==> config.mk <==
export PLATFORM = sky130hd
export DESIGN_NAME = mem_arbiter
export DESIGN_NICKNAME = d
export VERILOG_FILES = /design/src/rtl/mem_arbiter.sv
export SDC_FILE = /design/constraint.sdc
export NUM_CORES = 1
export LEC_CHECK = 0
export ABC_AREA = 1
export CAP_MARGIN = 0
export CORE_ASPECT_RATIO = 1.5
export CORE_MARGIN = 1
export CORE_UTILIZATION = 43
export CTS_BUF_LIST = sky130_fd_sc_hd__clkbuf_16
export CTS_CLUSTER_DIAMETER = 150
export DETAILED_ROUTE_END_ITERATION = 7
export GPL_ROUTABILITY_DRIVEN = 0
export PLACE_DENSITY = 0.8
export SLEW_MARGIN = 20
export SYNTH_ARGS = -nofsm -noshare
export SYNTH_HDL_FRONTEND = slang
export SYNTH_SLANG_ARGS = --single-unit
==> constraint.sdc <==
create_clock -name clk -period 1.8 [get_ports clk]
set_input_delay 0.36 -clock clk [delete_from_list [all_inputs] [get_ports clk]]
set_output_delay 0.36 -clock clk [all_outputs]
set_load 0.02 [all_outputs]
==> src/rtl/mem_arbiter.sv <==
`default_nettype none
// ============================================================================
// Module   : mem_arbiter
// Brief    : Shares one variable-latency single-port memory between the CPU
//            fetch and load/store ports. Define ARB_RR_EN for round-robin
//            priority; otherwise data beats fetch on simultaneous requests.
// Revision : 1.0 - initial release
// ============================================================================
module mem_arbiter #(
  parameter int AW      = 32,
  parameter int DW      = 32,
  parameter int TIMEOUT = 255
) (
  input  logic          clk,
  input  logic          reset,
  input  logic          if_req,
  input  logic [AW-1:0] if_addr,
  output logic [DW-1:0] if_rdata,
  output logic          if_done,
  output logic          if_err,
  input  logic          d_req,
  input  logic          d_we,
  input  logic [AW-1:0] d_addr,
  input  logic [DW-1:0] d_wdata,
  output logic [DW-1:0] d_rdata,
  output logic          d_done,
  output logic          d_err,
  output logic          mem_req,
  output logic          mem_we,
  output logic [AW-1:0] mem_addr,
  output logic [DW-1:0] mem_wdata,
  input  logic [DW-1:0] mem_rdata,
  input  logic          mem_ready,
  output logic          busy,
  output logic          owner
);

  typedef enum logic [1:0] {
    S_IDLE   = 2'd0,
    S_ACCESS = 2'd1,
    S_RESP   = 2'd2
  } state_t;

  localparam logic [15:0] C_TO_LAST = 16'(TIMEOUT - 1);

  state_t        state_q, state_d;
  logic          owner_q, owner_d;
  logic          mem_req_q, mem_req_d;
  logic          mem_we_q, mem_we_d;
  logic [AW-1:0] mem_addr_q, mem_addr_d;
  logic [DW-1:0] mem_wdata_q, mem_wdata_d;
  logic [DW-1:0] if_rdata_q, if_rdata_d;
  logic [DW-1:0] d_rdata_q, d_rdata_d;
  logic          if_done_q, if_done_d;
  logic          d_done_q, d_done_d;
  logic          if_err_q, if_err_d;
  logic          d_err_q, d_err_d;
  logic [15:0]   cnt_q, cnt_d;
  logic          grant_data;

  // Winner when sampling in IDLE; only matters when both ports request.
  always_comb begin
`ifdef ARB_RR_EN
    grant_data = (if_req && d_req) ? ~owner_q : d_req;
`else
    grant_data = d_req;
`endif
  end

  always_ff @(posedge clk or negedge reset) begin
    if (!reset) begin
      state_q     <= S_IDLE;
      owner_q     <= 1'b0;
      mem_req_q   <= 1'b0;
      mem_we_q    <= 1'b0;
      mem_addr_q  <= '0;
      mem_wdata_q <= '0;
      if_rdata_q  <= '0;
      d_rdata_q   <= '0;
      if_done_q   <= 1'b0;
      d_done_q    <= 1'b0;
      if_err_q    <= 1'b0;
      d_err_q     <= 1'b0;
      cnt_q       <= '0;
    end else begin
      state_q     <= state_d;
      owner_q     <= owner_d;
      mem_req_q   <= mem_req_d;
      mem_we_q    <= mem_we_d;
      mem_addr_q  <= mem_addr_d;
      mem_wdata_q <= mem_wdata_d;
      if_rdata_q  <= if_rdata_d;
      d_rdata_q   <= d_rdata_d;
      if_done_q   <= if_done_d;
      d_done_q    <= d_done_d;
      if_err_q    <= if_err_d;
      d_err_q     <= d_err_d;
      cnt_q       <= cnt_d;
    end
  end

  always_comb begin
    state_d     = state_q;
    owner_d     = owner_q;
    mem_req_d   = mem_req_q;
    mem_we_d    = mem_we_q;
    mem_addr_d  = mem_addr_q;
    mem_wdata_d = mem_wdata_q;
    if_rdata_d  = if_rdata_q;
    d_rdata_d   = d_rdata_q;
    if_done_d   = 1'b0;
    d_done_d    = 1'b0;
    if_err_d    = 1'b0;
    d_err_d     = 1'b0;
    cnt_d       = cnt_q;
    case (state_q)
      S_IDLE: begin
        cnt_d = '0;
        if (if_req || d_req) begin
          owner_d    = grant_data;
          mem_req_d  = 1'b1;
          mem_we_d   = grant_data & d_we;
          mem_addr_d = grant_data ? d_addr : if_addr;
          if (grant_data) mem_wdata_d = d_wdata;
          state_d    = S_ACCESS;
        end
      end
      S_ACCESS: begin
        if (mem_ready) begin
          if (owner_q) begin
            if (!mem_we_q) d_rdata_d = mem_rdata;
            d_done_d = 1'b1;
          end else begin
            if_rdata_d = mem_rdata;
            if_done_d  = 1'b1;
          end
          mem_req_d = 1'b0;
          state_d   = S_RESP;
        end else if (cnt_q == C_TO_LAST) begin
          // Abort a hung access: report done with err, leave rdata untouched.
          d_done_d  = owner_q;
          d_err_d   = owner_q;
          if_done_d = ~owner_q;
          if_err_d  = ~owner_q;
          mem_req_d = 1'b0;
          state_d   = S_RESP;
        end else begin
          cnt_d = cnt_q + 16'd1;
        end
      end
      S_RESP:  state_d = S_IDLE;
      default: state_d = S_IDLE;
    endcase
  end

  assign if_rdata  = if_rdata_q;
  assign if_done   = if_done_q;
  assign if_err    = if_err_q;
  assign d_rdata   = d_rdata_q;
  assign d_done    = d_done_q;
  assign d_err     = d_err_q;
  assign mem_req   = mem_req_q;
  assign mem_we    = mem_we_q;
  assign mem_addr  = mem_addr_q;
  assign mem_wdata = mem_wdata_q;
  assign busy      = (state_q != S_IDLE);
  assign owner     = owner_q;

endmodule
`default_nettype wire

# Word level (Yosys, flattened, before mapping)

Cells that the tools add are included.
Widths: inputs -> output; s select.

Flip-flop bits (word level): 153
Bits in latches: 0
RAM bits: 0
Memory bits (read-only): 0
Output and inout bits: 136
Word-level logic and storage cells: 58
Memories: 0

Add/subtract/negate cells: 1
$mul: 0
Div/mod/pow operators: 0
$lt $le $gt $ge: 0
Equality and inequality tests: 6
Shift operators: 0
Muxes and demuxes: 24
Bitwise operators: 3
Reductions and logical operators: 11

Operators with widths:

| operator              | number |
|---|---|
| $mux 16               | 2 |
| $mux 32               | 1 |
| $pmux 16 s2           | 1 |
| $add 16x1->16 const B | 1 |
| $eq 16x8->1 const B   | 1 |
| $mux 1                | 15 |
| $reduce_and 3->1      | 4 |
| $mux 2                | 3 |
| $ne 2x2->1 const B    | 3 |
| $pmux 2 s2            | 1 |
| $reduce_and 2->1      | 2 |
| $reduce_and 4->1      | 1 |
| $reduce_bool 2->1     | 2 |
| $ne 3x3->1 const B    | 1 |
| $eq 2x1->1 const B    | 1 |
| $logic_not 2->1       | 1 |
| $not 1->1             | 2 |
| $pmux 1 s2            | 1 |
| $and 1x1->1           | 1 |
| $logic_or 1x1->1      | 1 |

# Depth between registers and ports, before layout

Gate-level depths: netlist of the first run.

Depth after elaboration: 4
Depth in mapped cells: 10
Depth with buffers taken out: 9

# Least setup slack after synthesis of the first run

Ideal clock, no wire load.

Kind: register to register
Start: reg state_q[1]
End: reg d_rdata_q[1], in the netlist d_rdata[1]
Setup time: 122 ps
Arrival time: 1242 ps
Slack: 435 ps
Stages on the path, launching flop included: 6
Buffers on the path: 1
Cell sequence: dfrtp_1 > nor2_2 > nand2_2 > nor3_4 > buf_6 > a21oi_1

Cells in the longest elaborated chain, start to end: 2

Ends and longest elaborated chain:

| what                              | RTL line | RTL |
|---|---|---|
| from (decl)                       | 46       | `state_t state_q, state_d;` |
| from (signal assigned)            | 86       | `state_q <= state_d;` |
| $eq 2x1->1                        | 116      | `case (state_q)` |
| $reduce_and 4->1 (no source line) | --       |  |
| to (signal assigned)              | 93       | `d_rdata_q <= d_rdata_d;` |
| to (decl)                         | 53       | `logic [DW-1:0] d_rdata_q, d_rdata_d;` |

Every way passes these cells.
A chain may end at the register's enable or synchronous reset.

# Worst setup path in the final report of the first run

Start: reg d_rdata_q[19], in the netlist d_rdata[19]
End: out d_rdata[19]

RTL lines:

| what      | RTL line | RTL |
|---|---|---|
| to (decl) | 25       | `output logic [DW-1:0] d_rdata,` |

No word-level cell between the ends.

==> impl_metrics.csv, run 1 <==
group,metric,value,unit
critical_path,critical_path_required,1.44,ns
critical_path,crit_family,"buffers and inverters",
cts,cts_htree_levels,4,
die,initial_core_util,44.00,%
cts,cts_sinks,153,
sta,hold_slack,0.2897,ns
synth,synth_mux_area_share,5.434,%
critical_path,critPathLaunchType,"flip-flop",
sta,post-route-period-util,98.84,%
detailed_routing,ant_nets,0,
final_layout,nets,1127,
grt,groute.usage.overall,22.40,%
critical_path,cp.arrival,1.42,ns
critical_path,slowest_stage,"clkdlybuf4s50_1",
sta,fin_crit,1.779,ns
sta,fin_setup_tns,0,ns
critical_path,crit_fanout,2,
cts,cts_buffer_depth,2,
placed_design,post-dp-hpwl,13000,µm
synth,syn_inst,713,
sta,rsz0062_at_grt,"no",
synth,synth.avg_cell_area,9.301,µm²
final_layout,syn_to_final_growth,55.43,%
detailed_routing,drt_iter0_markers,156,
sta,finalHoldViolCount,0,
final_layout,layout-drive-gt1-share,12.25,%
critical_path,slowest_delay,0.65,ns
synth,ys_seq_area_share,57.74,%
detailed_routing,vias,5719,
cts,clock-root-buffer,"clkbuf_16",
synth,synth_warnings,0,
placed_design,io_buffer_count,269,
grt,grt_first_pass_wirelength,27270,µm
detailed_routing,via_per_inst,4.750,
final_layout,post-route-util,68.39,%
die,fp.dieW,103.4,µm
die,core_area,15070,µm²
cts,cts-buffers-inserted,17,
synth,synth_fp_nets,849,
synth,synth-compound-area-share,12.75,%
pwr,irDropWorstVdd,1066,µV
critical_path,critPathCaptureType,"output pin",
flow_run,max-cap-violations,0,
critical_path,path_class,"flip-flop to output pin",
die,die_area,15930,µm²
grt,grt_start_max_net_pins,53,
sta,relSlewSlack,75.76,%
synth,synth_seq_cells,153,
critical_path,path_cells,"clkdlybuf4s50_1",
sta,setup_viol,0,
synth,async_reset_ff_share,100.0,%
pwr,p_leak,0.004832,µW
detailed_routing,first_pass_iters,4,
grt,grt_pass1_vias,5717,
final_layout,num-fill-cells,1115,
die,design.portCount,270,
synth,synth-simple-area-share,15.06,%
detailed_routing,drt_drc_violations_left,0,
pwr,p_total,17330,µW
sta,worstMarginPinSlew,0.3602,ns
synth,synth_xor_area_share,0.7925,%
run_status,status,"complete, no violations",
sta,clock.fmax,0.5621,GHz
synth,synth_ff_type,"dfrtp_1",
sta,fin_skew,0.01316,ns
critical_path,cp_num_buf_inv,1,
die,die_h,154.1,µm
cts,clk_pin_slew,0.06,ns
synth,synth_top_family_by_area,"simple AND/OR/NAND/NOR gates",
pwr,p_per_area,1681,nW/µm²
grt,grt_overflow_total,0,
synth,netlist_area,6631,µm²
sta,slew_viol_final,0,
cts,cts_tree,"built",
synth,synth-edff-count,0,
worst_hold_path,min_path_type,"input port to flip-flop",
detailed_routing,wl,17050,µm
detailed_routing,wl_per_cell,14.16,µm
grt,antenna_found_initial,1,
synth,synth_cell_types,27,
cts,clk_latency,0.42,ns
synth,synth_fa_ha_area_share,0.3774,%
die,rows,55,
cells in the mapped netlist, types with 2 or more instances:
master | count | area share [%]
a21oi_1 | 5 | 0.38
a21oi_2 | 28 | 3.7
buf_2 | 10 | 0.75
buf_6 | 6 | 1.0
clkbuf_1 | 15 | 0.85
dfrtp_1 | 153 | 58
ha_1 | 2 | 0.38
inv_1 | 88 | 5.0
mux2_2 | 32 | 5.4
nand2_1 | 163 | 9.2
nand3_1 | 18 | 1.4
nor2_1 | 62 | 3.5
nor4_1 | 2 | 0.19
o21ai_0 | 110 | 8.3
o21ai_1 | 2 | 0.15
o21bai_1 | 2 | 0.23
xor2_1 | 5 | 0.66
cells by family after synthesis:
group	after synthesis
and+or+nand+nor	251
DFF	153
AOI/OAI and AO/OA	147
buffers and inverters	122
muxes	32
xor gates and xnor gates	6
adders and majority gates	2
worst paths after layout:
kind	start	to	slack, ns	cells after the start
max	d_rdata[19]$_DFFE_PN0P_	d_rdata[19]	0.02	1
min	d_req	mem_we$_DFFE_PN0P_	0.29	3
max reg2reg	cnt_q[14]$_DFFE_PN0P_	cnt_q[13]$_DFFE_PN0P_	0.24	9
min reg2reg	if_rdata[23]$_DFFE_PN0P_	if_rdata[23]$_DFFE_PN0P_	0.48	2
max in group asynchronous	reset	if_err$_DFF_PN0_	0.77	3
min in group asynchronous	reset	if_rdata[4]$_DFFE_PN0P_	0.41	2
routing by layer:
layer | vias to the layer above | track usage [%] | routed length (µm)
met5 | - | 0 | 0
met4 | 0 | 14.42 | 1020
met3 | 60 | 6.136 | 956
met2 | 205 | 37.87 | 8741
met1 | 2635 | 24.01 | 6336
li1 | 2819 | - | -
repair_timing:
item | CTS | global route
resized for setup | 7 | 18
endpoints found under the setup margin | 7 | 18
setup buffers | 0 | 0
hold buffers | 1 | 0
endpoints found under the hold margin | 34 | 0
through the flow:
stage	instance area, µm²	setup slack [ns]	std cells
2_1_floorplan	6631	0.4353	713
3_3_place_gp	9676	0.04485	1170
5_1_grt	10310	0.001029	1204
6_report	10310	0.02091	1204
3_5_place_dp	9676	-0.007604	1170
4_1_cts	10260	0.004843	1203
worst register-to-register path: stages, from the launching register on:
cell	delay, ns
dfrtp_1	0.42
nor2_1	0.23
nand2_1	0.09
nor2_1	0.13
nand3_1	0.13
nand3_1	0.17
buf_12	0.16
inv_1	0.05
nand2_1	0.05
nand2_1	0.04
cell usage in the layout, fill, tap and decap left out, types with 2 or more instances in the layout:
cell / count
inv_8: 2
nand2_1: 163
xor2_1: 5
o21ai_0: 110
nor2_2: 2
nor4_1: 2
nand3_1: 18
mux2_2: 32
inv_1: 89
a21oi_2: 28
buf_12: 9
clkdlybuf4s50_1: 243
o21bai_1: 2
dlygate4sd2_1: 7
clkinv_4: 2
buf_4: 14
clkbuf_16: 17
dfrtp_1: 153
clkinvlp_4: 2
ha_1: 2
a21oi_1: 5
inv_6: 6
nor2_1: 61
dlymetal6s2s_1: 17
state kept, by name (all words and copies together) (netlist names):
signal	cells
d_rdata	32
if_rdata	32
mem_addr	32
mem_wdata	32
cnt_q	16
state_q	2
d_done	1
d_err	1
if_done	1
if_err	1
mem_req	1
mem_we	1
owner	1
cell type report:
cell class                      instances  area, µm²  area share, %
Inverter                               88      330.3          3.205
Clock inverter                         15      157.7          1.529
Multi-Input combinational cell        438       2296          22.27
Antenna cell                            1      2.502        0.02428
Tap cell                              199      249.0          2.416
Sequential cell                       153       3829          37.14
Clock buffer                           17      425.4          4.127
Timing Repair Buffer                  293       3018          29.28
power by group:
group | internal [µW] | total, µW | leakage [µW] | switching [µW]
registers | 4940 | 5730 | 0.00186 | 785
logic | 3880 | 8140 | 0.00269 | 4260
clock network | 1960 | 3470 | 0.000284 | 1510
total | 10800 | 17300 | 0.00483 | 6550
(Power assumes the default switching activity.)
==> run 2: changes to the inputs <==
--- a/config.mk
+++ b/config.mk
@@ -6,7 +6,7 @@
 export NUM_CORES = 1
 export LEC_CHECK = 0
 export ABC_AREA = 1
-export CAP_MARGIN = 0
+export CAP_MARGIN = 5
 export CORE_ASPECT_RATIO = 1.5
 export CORE_MARGIN = 1
 export CORE_UTILIZATION = 43
==> results of run 2 <==
Same layout as run 1: the final DEF is identical, and so are final timing and power.
==> run 3: changes to the inputs <==
--- a/config.mk
+++ b/config.mk
@@ -9,13 +9,15 @@
 export CAP_MARGIN = 5
 export CORE_ASPECT_RATIO = 1.5
 export CORE_MARGIN = 1
-export CORE_UTILIZATION = 43
+export CORE_UTILIZATION = 35
 export CTS_BUF_LIST = sky130_fd_sc_hd__clkbuf_16
 export CTS_CLUSTER_DIAMETER = 150
 export DETAILED_ROUTE_END_ITERATION = 7
 export GPL_ROUTABILITY_DRIVEN = 0
-export PLACE_DENSITY = 0.8
+export PLACE_DENSITY = 0.67
+export SKIP_LAST_GASP = 1
 export SLEW_MARGIN = 20
 export SYNTH_ARGS = -nofsm -noshare
 export SYNTH_HDL_FRONTEND = slang
 export SYNTH_SLANG_ARGS = --single-unit
+export TNS_END_PERCENT = 5
==> run 3 against run 2 <==
  * Clock-buffer cell count stayed put
  * The flow now finishes with violations (negative setup slack)
  * Sequential share of layout area is 0.090 points lower
  * Largest cell class unchanged
  * Design area is 0.24% higher
  * Global-route usage is 3.1 points lower
  * Via count is 1.9% lower
  * Non-clock buffer count is 4 higher
  * Maximum frequency is 1.4% lower
  * Total power is 0.20% lower
  * Critical endpoint is now if_rdata[28]
  * Hold slack worse by 0.017 ns
==> impl_metrics.csv, run 3 (same netlist as run 1, synthesis figures left out) <==
group,metric,value,unit
detailed_routing,ant_nets,0,
placed_design,post-dp-hpwl,13540,µm
critical_path,slowest_delay,0.69,ns
detailed_routing,vias,5611,
sta,clock.fmax,0.5544,GHz
detailed_routing,wl,17730,µm
pwr,p_leak,0.004704,µW
cts,cts-buffers-inserted,17,
sta,post-route-period-util,100.2,%
critical_path,crit_family,"buffers and inverters",
sta,relSlewSlack,74.20,%
die,core_area,18550,µm²
grt,grt_start_max_net_pins,65,
cts,clk_latency,0.42,ns
grt,groute.usage.overall,19.30,%
die,die_h,170.6,µm
sta,slew_viol_final,0,
placed_design,placedCellCount,1227,
critical_path,crit_fanout,2,
critical_path,path_cells,"clkdlybuf4s50_1",
die,die_area,19510,µm²
grt,antenna_found_initial,0,
critical_path,cp.arrival,1.44,ns
critical_path,ff2ff_setup_slack,0.21,ns
final_layout,final_cells,1260,
detailed_routing,drt_drc_violations_left,0,
cts,postCtsSetupBuffers,0,
sta,rsz0062_at_grt,"yes",
final_layout,nets,1131,
die,design.portCount,270,
grt,grt_overflow_total,0,
critical_path,path_class,"flip-flop to output pin",
final_layout,final_cell_mix,"clkdlybuf4s50_1, nand2_1, dfrtp_1",
cts,cts_buffer_depth,2,
sta,finalHoldViolCount,0,
cts,cts_htree_levels,4,
sta,setup_viol,2,
final_layout,final_common_cell,"clkdlybuf4s50_1",
detailed_routing,drt_iter0_markers,199,
sta,fin_skew,0.008893,ns
worst_hold_path,min_path_type,"input port to flip-flop",
sta,worstMarginPinSlew,0.3871,ns
die,fp.dieW,114.4,µm
worst_hold_path,hp-start,"d_req",
cts,clock-root-buffer,"clkbuf_16",
die,rows,61,
critical_path,crit-reg2reg-launch,"cnt_q[1]$_DFFE_PN0P_",
detailed_routing,first_pass_iters,5,
critical_path,cp_num_buf_inv,1,
grt,grt_first_pass_wirelength,28890,µm
die,initial_core_util,35.76,%
cts,cts_sinks,153,
detailed_routing,via_per_inst,4.453,
critical_path,r2r_cells,7,
critical_path,critical_path_required,1.44,ns
cts,cts_tree,"built",
sta,setup_ws,-0.003759,ns
flow_run,max-cap-violations,0,
detailed_routing,wl_per_cell,14.07,µm
run_status,violations,"negative setup slack",
cts,clk_pin_slew,0.06,ns
placed_design,io_buffer_count,269,
placed_design,post-place-ws,-0.01078,ns
final_layout,layout-drive-gt1-share,12.30,%
worst_hold_path,whs_path_depth,3,
final_layout,syn_to_final_growth,55.81,%
critical_path,slowest_stage,"clkdlybuf4s50_1",
critical_path,critPathLaunchType,"flip-flop",
sta,fin_crit,1.804,ns
final_layout,post-route-util,55.71,%
grt,grt_pass1_vias,5770,
run_status,status,"finished with violations",
critical_path,critPathCaptureType,"output pin",
pwr,p_total,17300,µW
pwr,p_per_area,1674,nW/µm²
critical_path,reg2reg_to,"cnt_q[14]$_DFFE_PN0P_",
worst_hold_path,hold_path_end,"mem_we$_DFFE_PN0P_",
final_layout,n_antenna_cell,0,
pwr,irDropWorstVdd,821.1,µV
[run 3: cell count changes in the layout (fill, tap and decap cells not counted), sizes merged, moves of 4 or more]
| cell | previous run | this run |
|---|---|---|
| clkdlybuf4s50 | 243 | 263 |
| dlygate4sd2 | 7 | 1 |
| buf | 25 | 29 |
| dlymetal6s2s | 17 | 3 |
[run 3: area by class of cell]
| class | count | area (µm²) |
|---|---|---|
| tap | 252 | 315.3 |
| timing repair buffer | 297 | 3020 |
| sequential | 153 | 3829 |
| multi-input combinational | 438 | 2293 |
| inverter | 88 | 330.3 |
| fill | 1678 | 8214 |
| clock buffer | 17 | 425.4 |
| clock inverter | 15 | 118.9 |
[run 3: how the worst max path moves through the flow]
stage,start,to,cells after the start
3_3_place_gp,mem_ready,d_rdata[0]$_DFFE_PN0P_,7
2_1_floorplan,state_q[1]$_DFFE_PN0P_,d_rdata[1]$_DFFE_PN0P_,5
3_5_place_dp,mem_ready,d_rdata[31]$_DFFE_PN0P_,7
4_1_cts,mem_we$_DFFE_PN0P_,mem_we,1
5_1_grt,if_rdata[28]$_DFFE_PN0P_,if_rdata[28],1
6_report,if_rdata[28]$_DFFE_PN0P_,if_rdata[28],1
[run 3: where the power goes]
group          switching (µW)  leakage (µW)  internal (µW)  total, µW
clock                    1500      0.000264           1800       3300
sequential                834       0.00186           4940       5780
combinational            4250       0.00258           3970       8220
[run 3: timing repair]
action	in CTS	in global routing
hold buffers	1	0
cloned	0	0
endpoints found under the hold margin	27	0
gates resized for setup	1	3
setup endpoints to repair	19	72
[run 3: metal layers]
| metal | vias to the layer above | part of all wire [%] | global-route usage [%] |
|---|---|---|---|
| li1 | 2813 | - | - |
| met1 | 2583 | 37 | 20.78 |
| met2 | 185 | 53 | 34.39 |
| met3 | 30 | 6.4 | 6.235 |
| met4 | 0 | 3.2 | 8.244 |
| met5 | - | 0 | 0 |
[run 3: through the flow]
stage	hold slack, ns	TNS [ns]	instance area [µm²]
2_1_floorplan	0.06441	0	6631
3_3_place_gp	0.2708	0	9772
3_5_place_dp	0.2703	-0.01861	9772
4_1_cts	0.2547	-0.4831	10320
5_1_grt	0.3130	-0.9863	10330
6_report	0.2723	-0.005496	10330
